--- src/rtl/slv_guard_rst_seq.sv ---
// ---------------------------------------------------------------------------
// slv_guard_rst_seq
//   Reset sequencer for an AXI subordinate behind a write guard. On a guard
//   request it isolates the port, waits for quiescence (or gives up after
//   IsoTimeout cycles), holds the subordinate reset request for at least
//   HoldCycles, waits for the subordinate to leave reset, then removes
//   isolation and raises a completion interrupt.
//
//   Optional feature macro: SLV_GUARD_RST_CNT_EN compiles in the saturating
//   completed-sequence counter. Without it rst_cnt_o is tied to zero.
//
// Ports
//   clk_i            clock, rising edge
//   rst_i            synchronous active-high reset
//   guard_rst_req_i  reset request from write guard (level or pulse)
//   isolate_o        ask isolation stage to block new AW/AR and drain
//   isolated_i       isolation stage reports the port quiescent
//   rst_req_o        reset request to subordinate reset controller
//   rst_stat_i       1 while the subordinate is held in reset
//   busy_o           sequencer not idle
//   iso_timeout_o    sticky: isolation timed out
//   irq_o            sticky: a sequence completed
//   irq_clr_i        clears irq_o and iso_timeout_o (a same-cycle set wins)
//   rst_cnt_o        completed sequence count (saturating)
// ---------------------------------------------------------------------------
module slv_guard_rst_seq #(
    parameter int IsoTimeout = 64,
    parameter int HoldCycles = 8,
    parameter int CntWidth   = 8
) (
    input  logic                clk_i,
    input  logic                rst_i,
    input  logic                guard_rst_req_i,
    output logic                isolate_o,
    input  logic                isolated_i,
    output logic                rst_req_o,
    input  logic                rst_stat_i,
    output logic                busy_o,
    output logic                iso_timeout_o,
    output logic                irq_o,
    input  logic                irq_clr_i,
    output logic [CntWidth-1:0] rst_cnt_o
);

    localparam int TMax = (IsoTimeout > HoldCycles) ? IsoTimeout : HoldCycles;
    localparam int TW   = $clog2(TMax) + 1;
    localparam logic [TW-1:0] ISO_LAST  = TW'(IsoTimeout - 1);
    localparam logic [TW-1:0] HOLD_LAST = TW'(HoldCycles - 1);

    typedef enum logic [2:0] {
        S_IDLE     = 3'd0,
        S_ISOLATE  = 3'd1,
        S_RESET    = 3'd2,
        S_WAIT_REL = 3'd3,
        S_UNISO    = 3'd4
    } state_t;

    state_t        r_state, w_state_nxt;
    logic [TW-1:0] r_timer, w_timer_nxt;
    logic          r_pending, w_pending_nxt;
    logic          r_iso_to, r_irq;
    logic          w_take_pend;   // a request (new or pending) starts ISOLATE
    logic          w_set_to;      // isolation gave up without an ack
    logic          w_done;        // UNISO exit: one sequence completed

    // ------------------------------------------------------------------
    // State register
    // ------------------------------------------------------------------
    always_ff @(posedge clk_i) begin
        if (rst_i) begin
            r_state   <= S_IDLE;
            r_timer   <= '0;
            r_pending <= 1'b0;
        end else begin
            r_state   <= w_state_nxt;
            r_timer   <= w_timer_nxt;
            r_pending <= w_pending_nxt;
        end
    end

    // ------------------------------------------------------------------
    // Next-state / timer / pending
    // ------------------------------------------------------------------
    always_comb begin
        w_state_nxt = r_state;
        w_timer_nxt = r_timer;
        w_take_pend = 1'b0;
        w_set_to    = 1'b0;
        w_done      = 1'b0;

        case (r_state)
            S_IDLE: begin
                w_timer_nxt = '0;
                if (guard_rst_req_i || r_pending) begin
                    w_state_nxt = S_ISOLATE;
                    w_take_pend = 1'b1;
                end
            end
            S_ISOLATE: begin
                if (isolated_i || (r_timer == ISO_LAST)) begin
                    w_state_nxt = S_RESET;
                    w_timer_nxt = '0;
                    w_set_to    = ~isolated_i;
                end else begin
                    // strictly below ISO_LAST here, so no wrap
                    w_timer_nxt = r_timer + 1'b1;
                end
            end
            S_RESET: begin
                if ((r_timer == HOLD_LAST) && rst_stat_i) begin
                    w_state_nxt = S_WAIT_REL;
                    w_timer_nxt = '0;
                end else if (r_timer != HOLD_LAST) begin
                    w_timer_nxt = r_timer + 1'b1;
                end
            end
            S_WAIT_REL: begin
                w_timer_nxt = '0;
                if (!rst_stat_i) w_state_nxt = S_UNISO;
            end
            S_UNISO: begin
                w_timer_nxt = '0;
                if (!isolated_i) begin
                    w_done = 1'b1;
                    // back-to-back sequence skips IDLE entirely
                    if (r_pending) begin
                        w_state_nxt = S_ISOLATE;
                        w_take_pend = 1'b1;
                    end else begin
                        w_state_nxt = S_IDLE;
                    end
                end
            end
            default: begin
                w_state_nxt = S_IDLE;
                w_timer_nxt = '0;
            end
        endcase

        if (w_take_pend)
            w_pending_nxt = 1'b0;
        else if (guard_rst_req_i && (r_state != S_IDLE))
            w_pending_nxt = 1'b1;
        else
            w_pending_nxt = r_pending;
    end

    // ------------------------------------------------------------------
    // Sticky flags: set has priority over clear
    // ------------------------------------------------------------------
    always_ff @(posedge clk_i) begin
        if (rst_i) begin
            r_iso_to <= 1'b0;
            r_irq    <= 1'b0;
        end else begin
            if (w_set_to)       r_iso_to <= 1'b1;
            else if (irq_clr_i) r_iso_to <= 1'b0;
            if (w_done)         r_irq    <= 1'b1;
            else if (irq_clr_i) r_irq    <= 1'b0;
        end
    end

    // ------------------------------------------------------------------
    // Completed-sequence counter
    // ------------------------------------------------------------------
`ifdef SLV_GUARD_RST_CNT_EN
    logic [CntWidth-1:0] r_cnt;
    always_ff @(posedge clk_i) begin
        if (rst_i)
            r_cnt <= '0;
        else if (w_done && (r_cnt != {CntWidth{1'b1}}))
            r_cnt <= r_cnt + 1'b1;
    end
    assign rst_cnt_o = r_cnt;
`else
    assign rst_cnt_o = '0;
`endif

    // ------------------------------------------------------------------
    // Moore outputs, decoded only from registers
    // ------------------------------------------------------------------
    assign busy_o        = (r_state != S_IDLE);
    assign rst_req_o     = (r_state == S_RESET);
    assign isolate_o     = (r_state == S_ISOLATE) || (r_state == S_RESET) ||
                           (r_state == S_WAIT_REL);
    assign iso_timeout_o = r_iso_to;
    assign irq_o         = r_irq;

endmodule
--- config.mk ---
export PLATFORM = sky130hd
export DESIGN_NAME = slv_guard_rst_seq
export DESIGN_NICKNAME = d
export VERILOG_FILES = /design/src/rtl/slv_guard_rst_seq.sv
export SDC_FILE = /design/constraint.sdc
export NUM_CORES = 1
export LEC_CHECK = 0
export BUFFER_PORTS_ARGS = -buffer_cell sky130_fd_sc_hd__clkbuf_2
export CORE_MARGIN = 5
export CORE_UTILIZATION = 53
export CTS_BUF_LIST = sky130_fd_sc_hd__clkbuf_8
export CTS_CLUSTER_DIAMETER = 40
export CTS_CLUSTER_SIZE = 16
export DETAILED_ROUTE_END_ITERATION = 8
export HOLD_SLACK_MARGIN = 0.12
export PLACE_DENSITY = 0.8
export SETUP_SLACK_MARGIN = 0.2
export SYNTH_ARGS = -nofsm -noshare
export SYNTH_HDL_FRONTEND = slang
export SYNTH_SLANG_ARGS = --single-unit
--- constraint.sdc ---
create_clock -name clk_i -period 1.8 [get_ports clk_i]
set_input_delay 0.36 -clock clk_i [delete_from_list [all_inputs] [get_ports clk_i]]
set_output_delay 0.36 -clock clk_i [all_outputs]
set_load 0.005 [all_outputs]
==> results of run 1 <==
-- layout make-up --
| cell class | count | share of cell area, % |
|---|---|---|
| clock inverters | 1 | 0.4219 |
| clock buffers | 3 | 4.641 |
| multi-input cells | 73 | 52.74 |
| well taps | 15 | 2.110 |
| inverters | 2 | 0.8439 |
| repair buffers | 14 | 9.001 |
| flip-flops and latches | 13 | 30.24 |
-- routing by layer --
metal | wire [µm] | share of wire [%]
met4 | 28 | 1.6
met3 | 121 | 7.1
met2 | 840 | 49
met1 | 714 | 42
met5 | 0 | 0
-- synthesized netlist by cell type --
| master | n |
|---|---|
| nand3_1 | 4 |
| or3_1 | 1 |
| clkbuf_1 | 4 |
| a31oi_1 | 1 |
| buf_2 | 1 |
| or4b_1 | 1 |
| o211ai_1 | 1 |
| nand4b_1 | 1 |
| a21o_1 | 1 |
| buf_4 | 8 |
| nand4_1 | 1 |
| nor2_1 | 15 |
| nand2b_1 | 2 |
| nor3_1 | 1 |
| ha_1 | 1 |
| o21a_1 | 1 |
| inv_1 | 2 |
| xor2_1 | 1 |
| a211oi_1 | 1 |
| dfxtp_1 | 13 |
| mux2i_1 | 2 |
| nand2_1 | 6 |
| or4_1 | 3 |
| xnor2_1 | 3 |
| nand4bb_1 | 1 |
| or3b_1 | 1 |
| nand3b_1 | 3 |
| nor4b_1 | 1 |
| o21ai_0 | 2 |
| nor2b_1 | 1 |
| nor3b_1 | 1 |
| o21ai_1 | 2 |
| or3b_2 | 1 |
| conb_1 | 1 |
| a21oi_1 | 5 |
-- placed cells by master (no fill, tap or decap), types with 2 or more instances in the layout --
master    instances
a21oi_1           5
buf_4             4
clkbuf_2         10
clkbuf_8          3
conb_1            8
dfxtp_1           8
dfxtp_2           4
inv_1             3
mux2i_1           2
nand2_1           6
nand2b_1          2
nand3_1           4
nand3b_1          3
nor2_1           15
o21ai_0           2
o21ai_2           2
or4_4             2
xnor2_1           2
-- cells by family after synthesis --
kind of cell,after synthesis
simple gates,44
buf+inv,15
compound gates,14
flops,13
xor+xnor,4
mux,2
fa+ha+maj,1
other cells,1
-- worst reg2reg max path, cell delays in order, from the launching register on --
cell     delay [ns]
dfxtp_4        0.34
or4_4          0.52
or4_4          0.47
xnor2_2        0.17
nor2_1         0.05
-- path summary, 6_finish.rpt --
path	from	end
worst min register to register	irq_o	irq_o
worst min-delay path	guard_rst_req_i	r_pending
worst max-delay path	r_timer[3]	r_timer[0]
worst max register to register	r_timer[3]	r_timer[0]
-- registers in the layout, indices dropped and copies added, names as in the netlist --
| register | flops |
|---|---|
| r_timer | 7 |
| r_state | 3 |
| irq_o | 1 |
| iso_timeout_o | 1 |
| r_pending | 1 |
-- repair_timing --
action | CTS | global route
gates cloned | 0 | 0
hold buffers | 0 | 0
gates resized for setup | 5 | 9
buffers inserted | 1 | 0
setup endpoints to repair | 5 | 9
pin swaps | 1 | 1
-- per-stage QoR --
step	util (%)	setup slack, ns	hold slack [ns]	instances	power, W
CTS	64.48	0.1458	0.3901	121	0.0009154
finish	67.52	0.1384	0.3857	121	0.0009452
global placement	59.45	0.1201	0.4554	116	0.0006400
detailed placement	59.45	0.07433	0.4857	116	0.0006552
floorplan	-	0.1597	0.4614	101	0.0005666
global route	67.52	0.1007	0.4080	121	0.001009
-- power breakdown --
group | total, W | switching [W] | internal, W
registers | 0.000370 | 0.0000467 | 0.000324
clock network | 0.000256 | 0.000106 | 0.000150
logic | 0.000318 | 0.000163 | 0.000156
==> reports/metrics.csv, run 1 <==
metric;value;unit
outcome;finished clean;
Synth Area in XOR/XNOR;4.706;%
Worst Path Required;1.93;ns
Mapped Area;744.5;µm²
vias in the first global route;552;
crit-path max FO;4;
Worst Hold Path Cells;3;
PortBufs;10;
diode count;0;
clock root cell;clkbuf_8;
routing usage on met1;19.05;%
dpl hpwl;1167;µm
leakage;0.3632;nW
syn avg cell area;7.920;µm²
number of DRC markers in iteration 0;10;
Most common cell on crit path;or4_4;
pins over their slew limit;0;
FF/Latch Area;269.0;µm²
CP cell instances;or4_4 > or4_4 > xnor2_2 > nor2_1;
M3 GR Usage;7.895;%
Max stage delay on crit path;0.52;ns
GP Congestion;0.8296;
Pre-antenna DRT Iters;4;
post-route ant nets;0;
Clock Tree Buf Depth;2;
R2R Setup Slk;0.14;ns
largest family of logic cells by synthesized area;simple AND/OR/NAND/NOR gates;
first-pass GRT wire length;2463;µm
Initial Util;56.51;%
Max Clk Rate;601.8;MHz
top cells by area, synth;dfxtp_1, buf_4, nor2_1, xnor2_1, a21oi_1;
Buf+Inv Stages, Crit Path;0;
die area;2254;µm²
Fin. Hold Viols;0;
Final Skew;0.01015;ns
initial antenna violation count;0;
crit path DAT;1.79;ns
WL/cell;14.09;µm
Vias;658;
core area;1318;µm²
CP max stage cell;or4_4;
number of fillers in the final layout;110;
post-synthesis mux area share;2.689;%
final setup fails;0;
area grow syn2layout;19.50;%
Critical Path Start Type;flip-flop;
Post-Synth Simple-Gate Area;32.77;%
GRT busiest layer;met2;
Adder-Cell Fraction of Synth Area;1.681;%
crit share post-route;92.31;%
RSZ-0062 raised after global routing;yes;
Compound-Gate Fraction of Synth Area;10.92;%
setup_tns;0;ns
Layout Nets;114;
CTS Buf Count;3;
Reg2Reg Depth;4;
crit path capture type;flip-flop;
delay-heaviest family, CP;simple AND/OR/NAND/NOR gates;
CP Depth;4;
routed vias/inst;5.438;
Final Cell Area;889.6;µm²
gr usage total;16.36;%
register area share after synthesis;34.96;%
Yosys reg bits;13;
PD cells;1062;nW/µm²
synth warn;0;
Distinct cells, synth;35;
CTS tree;built;
Hold WC Path Type;in -> reg;
clock latency on the worst-skew pair;0.25;ns
Setup CP Type;reg -> reg;
total wire length;1705;µm
Post-route DRC;0;
cell count after synthesis;94;
Sink Count;13;
multi-input logic area;469.2;µm²
met2 Use GR;25.67;%
IO Count;19;
Die Y;47.48;µm
Rows;13;
layout cells sized above 1;29.25;%
VDD IR max;0.6571;mV
Post-Place Cell Area;783.3;µm²
largest net degree at the start of global routing;13;
CTS clk-pin slew, worst paths;0.06;ns
Congestion Overflow GR;0;
Die W;47.48;µm
area share of the largest cell type after synthesis;34.96;%
Final Critical Period;1.662;ns
Max-Cap Viols;0;
H-tree level count;1;
cell taking the most area after synthesis;dfxtp_1;
Note: power is estimated with default switching activity, not from simulation.
==> run 2, diff against run 1 <==
- clock period: 1.8 -> 1.7 ns (I/O delays scaled with it)
==> run 2 against run 1 <==
- power up 12%
- wire length up 5.0%
- sequential share of layout area down 2.3 points
==> reports/metrics.csv, run 2 (synthesis gave the netlist of run 1 again) <==
metric;value;unit
RSZ-0062 raised after global routing;yes;
NetSw;0.0003441;W
clock root cell;clkbuf_8;
power share of the combinational group;37.9;%
Setup CP Type;reg -> reg;
diode count;0;
crit path capture type;flip-flop;
Post-route DRC;0;
crit share post-route;97.42;%
initial antenna violation count;0;
final non-filler cell total;129;
Max Clk Rate;603.8;MHz
largest net degree at the start of global routing;12;
core area;1318;µm²
max FFs per register;7;
overall power;0.001059;W
Die W;47.48;µm
most common cell after layout, fill and taps aside;nor2_1;
CTS clk-pin slew, worst paths;0.05;ns
leakage;0.4045;nW
IO Count;19;
Buf+Inv Stages, Crit Path;0;
leading cell types in the layout, fill and taps excluded;nor2_1, clkbuf_2, buf_4;
GP Congestion;0.7621;
gr usage total;17.12;%
Layout Nets;122;
Worst Slack Setup Final;0.04387;ns
first-pass GRT wire length;2580;µm
largest registers;r_timer x7, r_state x3;
Setup WS pre-CTS;-0.01118;ns
total wire length;1790;µm
Max stage delay on crit path;0.53;ns
delay-heaviest family, CP;simple AND/OR/NAND/NOR gates;
Pint;0.0007147;W
final setup fails;0;
WL/cell;13.88;µm
CP max stage cell;or4_4;
Most common cell on crit path;or4_4;
VDD IR max;0.7034;mV
Pre-antenna DRT Iters;4;
Vias;703;
CTS tree;built;
CP cell instances;or4_4 > or4_4 > mux2i_1 > nor2_1;
clock share of power;25.5;%
post-route ant nets;0;
number of DRC markers in iteration 0;15;
clock latency on the worst-skew pair;0.25;ns
Worst Path Required;1.84;ns
Fin. Hold Viols;0;
Initial Util;56.51;%
crit path DAT;1.80;ns
Sink Count;13;
vias in the first global route;651;
Critical Path Start Type;flip-flop;
Final Critical Period;1.656;ns
CTS Buf Count;3;
routed vias/inst;5.450;
Top reg by flops;r_timer;
layout cells sized above 1;35.96;%
Die Y;47.48;µm
Final Skew;0.002301;ns
area grow syn2layout;29.75;%
placed cells;121;
dpl hpwl;1141;µm
final core utilization;73.31;%
Max-Cap Viols;0;
pins over their slew limit;0;
Clock Tree Buf Depth;2;
die area;2254;µm²
Congestion Overflow GR;0;
PortBufs;10;
outcome;finished clean;
Hold WC Path Type;in -> reg;
crit-path max FO;4;
share of total power in sequential cells;36.6;%
H-tree level count;1;
Sw Share;32.50;%
PD cells;1096;nW/µm²
Rows;13;
==> run 2: power by group through the flow <==
stage               combinational, W  clock [W]  sequential, W
floorplan                   0.000232          0       0.000368
global placement            0.000299          0       0.000383
detailed placement          0.000305          0       0.000384
CTS                         0.000337   0.000277       0.000380
global route                0.000435   0.000289       0.000393
finish                      0.000402   0.000270       0.000388
==> run 2: path summary, 6_finish.rpt <==
kind	start	end	slack, ns	depth (start not counted)
max reg2reg	r_timer[3]	r_timer[1]	0.04	4
min	guard_rst_req_i	r_pending	0.37	3
max	r_timer[3]	r_timer[1]	0.04	4
min reg2reg	irq_o	irq_o	0.47	2
==> run 2: stage by stage <==
step / TNS [ns] / hold slack, ns / instance area [µm²]
floorplan: 0 / 0.4614 / 772.0
global placement: 0 / 0.4571 / 820.8
detailed placement: -0.01118 / 0.4682 / 820.8
CTS: 0 / 0.3645 / 907.1
global route: 0 / 0.3670 / 965.9
finish: 0 / 0.3654 / 965.9
==> run 2: what timing repair did <==
action	4_1_cts	5_1_grt
pin swaps	5	3
gates resized for setup	9	10
setup buffers	2	2
endpoints found under the setup margin	10	11
cloned	0	0
hold buffers	0	0
==> run 2: layout make-up <==
class                      count  area [µm²]
fill                         101       351.6
timing repair buffer          22       147.6
multi-input combinational     73       476.7
clock buffer                   3       41.29
sequential                    13       270.3
tap                           15       18.77
inverter                       2       7.507
clock inverter                 1       3.754
==> run 2: worst reg2reg max path: stages (launching register included) <==
cell	delay [ns]
dfxtp_2	0.33
or4_4	0.53
or4_4	0.47
mux2i_1	0.17
nor2_1	0.05
==> run 2: routing by layer <==
| metal | up-vias | routed length [µm] | GRT usage (%) | share of wire, % |
|---|---|---|---|---|
| li1 | 350 | - | - | - |
| met1 | 328 | 696 | 16.28 | 39 |
| met2 | 20 | 941 | 29.41 | 53 |
| met3 | 5 | 115 | 4.887 | 6.4 |
| met4 | 0 | 36 | 15.47 | 2.0 |
| met5 | - | 0 | 0 | 0 |
==> run 3, diff against run 2 <==
- CELL_PAD_IN_SITES_DETAIL_PLACEMENT: default -> 0
- CELL_PAD_IN_SITES_GLOBAL_PLACEMENT: default -> 1
- CORE_UTILIZATION: 53 -> 38
- MAX_ROUTING_LAYER: default -> met4
- PLACE_DENSITY: 0.8 -> default
- PLACE_DENSITY_LB_ADDON: default -> 0.1
- SETUP_SLACK_MARGIN: 0.2 -> 0.15
==> run 3 against run 2 <==
- cell area increased by 8.0%
- first-iteration DRC count decreased by 40%
- sequential power about the same
- flip-flop and latch count unchanged
- die area increased by 31%
- worst hold slack improved by 0.0053 ns
- utilization decreased by 19 points
- critical path type unchanged
- largest power group unchanged
==> reports/metrics.csv, run 3 (synthesis gave the netlist of run 1 again) <==
metric;value;unit
outcome;finished clean;
Pre-antenna DRT Iters;4;
first-pass GRT wire length;2870;µm
max FFs per register;7;
leakage;0.4430;nW
Final Skew;0.0005449;ns
Layout Nets;127;
final non-filler cell total;146;
vias in the first global route;664;
share of total power in sequential cells;35.3;%
Critical Path Start Type;flip-flop;
NetSw;0.0003563;W
Final Critical Period;1.663;ns
number of fillers in the final layout;202;
PortBufs;10;
clock latency on the worst-skew pair;0.24;ns
Max stage delay on crit path;0.52;ns
Top reg by flops;r_timer;
crit share post-route;97.82;%
crit path capture type;flip-flop;
Die W;54.26;µm
Reg2Reg Depth;4;
Vias;707;
pins over their slew limit;0;
routed vias/inst;4.842;
power share of the combinational group;39.4;%
most common cell after layout, fill and taps aside;buf_4;
Final Cell Area;1044;µm²
placed cells;136;
GP Congestion;0.7241;
final core utilization;54.30;%
Rows;16;
CTS tree;built;
largest net degree at the start of global routing;13;
diode count;0;
VDD IR max;0.5392;mV
met2 wire length;702;µm
Highest Signal Layer;met4;
gr usage total;13.92;%
leading cell types in the layout, fill and taps excluded;buf_4, nor2_1, clkbuf_2, dfxtp_1, conb_1;
Sw Share;32.66;%
largest registers;r_timer x7, r_state x3;
Fin. Hold Viols;0;
Max Clk Rate;601.3;MHz
Pint;0.0007347;W
die area;2944;µm²
hold_buf cts;0;
Post-route DRC;0;
H-tree level count;1;
Worst Path Required;1.84;ns
dpl hpwl;1240;µm
Post-Place Cell Area;858.3;µm²
number of DRC markers in iteration 0;9;
overall power;0.001091;W
crit path DAT;1.80;ns
Setup CP Type;reg -> reg;
met1 wire length;833;µm
clock share of power;25.3;%
Sink Count;13;
CP cell instances;or4_4 > or4_4 > xnor2_2 > nor2_1;
total wire length;1688;µm
Hold WC Path Type;in -> reg;
Congestion Overflow GR;0;
IO Count;19;
met3 wire len;115;µm
RSZ-0062 raised after global routing;yes;
CTS clk-pin slew, worst paths;0.06;ns
CP max stage cell;or4_4;
Clock Tree Buf Depth;2;
final setup fails;0;
Worst Hold Path Cells;3;
crit-path max FO;4;
WL/cell;11.56;µm
initial antenna violation count;0;
Most common cell on crit path;or4_4;
Initial Util;38.74;%
Max-Cap Viols;0;
area grow syn2layout;40.17;%
layout cells sized above 1;39.50;%
clock root cell;clkbuf_8;
CTS Buf Count;3;
post-route ant nets;0;
core area;1922;µm²
Die Y;54.26;µm
PD cells;1045;nW/µm²
## run 3: cell type report
| cell class | instances | area (µm²) | share of cell area, % |
|---|---|---|---|
| multi-input combinational | 73 | 503.0 | 48.20 |
| sequential | 13 | 269.0 | 25.78 |
| timing repair buffer | 27 | 185.2 | 17.75 |
| clock buffer | 3 | 41.29 | 3.957 |
| tap | 27 | 33.78 | 3.237 |
| inverter | 2 | 7.507 | 0.7194 |
| clock inverter | 1 | 3.754 | 0.3597 |
## run 3: per-layer routing
layer  track usage [%]  vias up
li1                  -      361
met1             17.46      320
met2             20.52       21
met3             3.270        5
met4             7.469        0
met5                 -        -
## run 3: path summary, 6_finish.rpt
check          endpoint            start  slack, ns
max          r_timer[0]       r_timer[3]       0.04
min reg2reg       irq_o            irq_o       0.47
min           r_pending  guard_rst_req_i       0.37
max reg2reg  r_timer[0]       r_timer[3]       0.04
## run 3: critical path: cells and delay by family (launching register included)
kind	cells	cell delay, ns
DFF	1	0.32
and+or+nand+nor	3	1.06
xor gates and xnor gates	1	0.18
## run 3: stage by stage
step,TNS [ns],hold WS (ns),worst slack [ns]
detailed placement,-0.04641,0.4730,-0.02368
global placement,0,0.4568,0.02134
finish,0,0.3707,0.03700
CTS,0,0.3618,0.04555
floorplan,0,0.4614,0.05965
global route,0,0.4032,0.003987
## run 3: power groups by stage
stage	clock network [W]	registers [W]	logic, W
after floorplan	0	0.000368	0.000232
after global placement	0	0.000378	0.000334
after detailed placement	0	0.000378	0.000336
after CTS	0.000284	0.000374	0.000355
after global routing	0.000300	0.000393	0.000480
final	0.000276	0.000385	0.000430
## run 3: timing repair
item | in CTS | in global routing
setup endpoints to repair | 5 | 10
pin swaps | 1 | 10
setup buffers | 1 | 5
resized for setup | 7 | 16
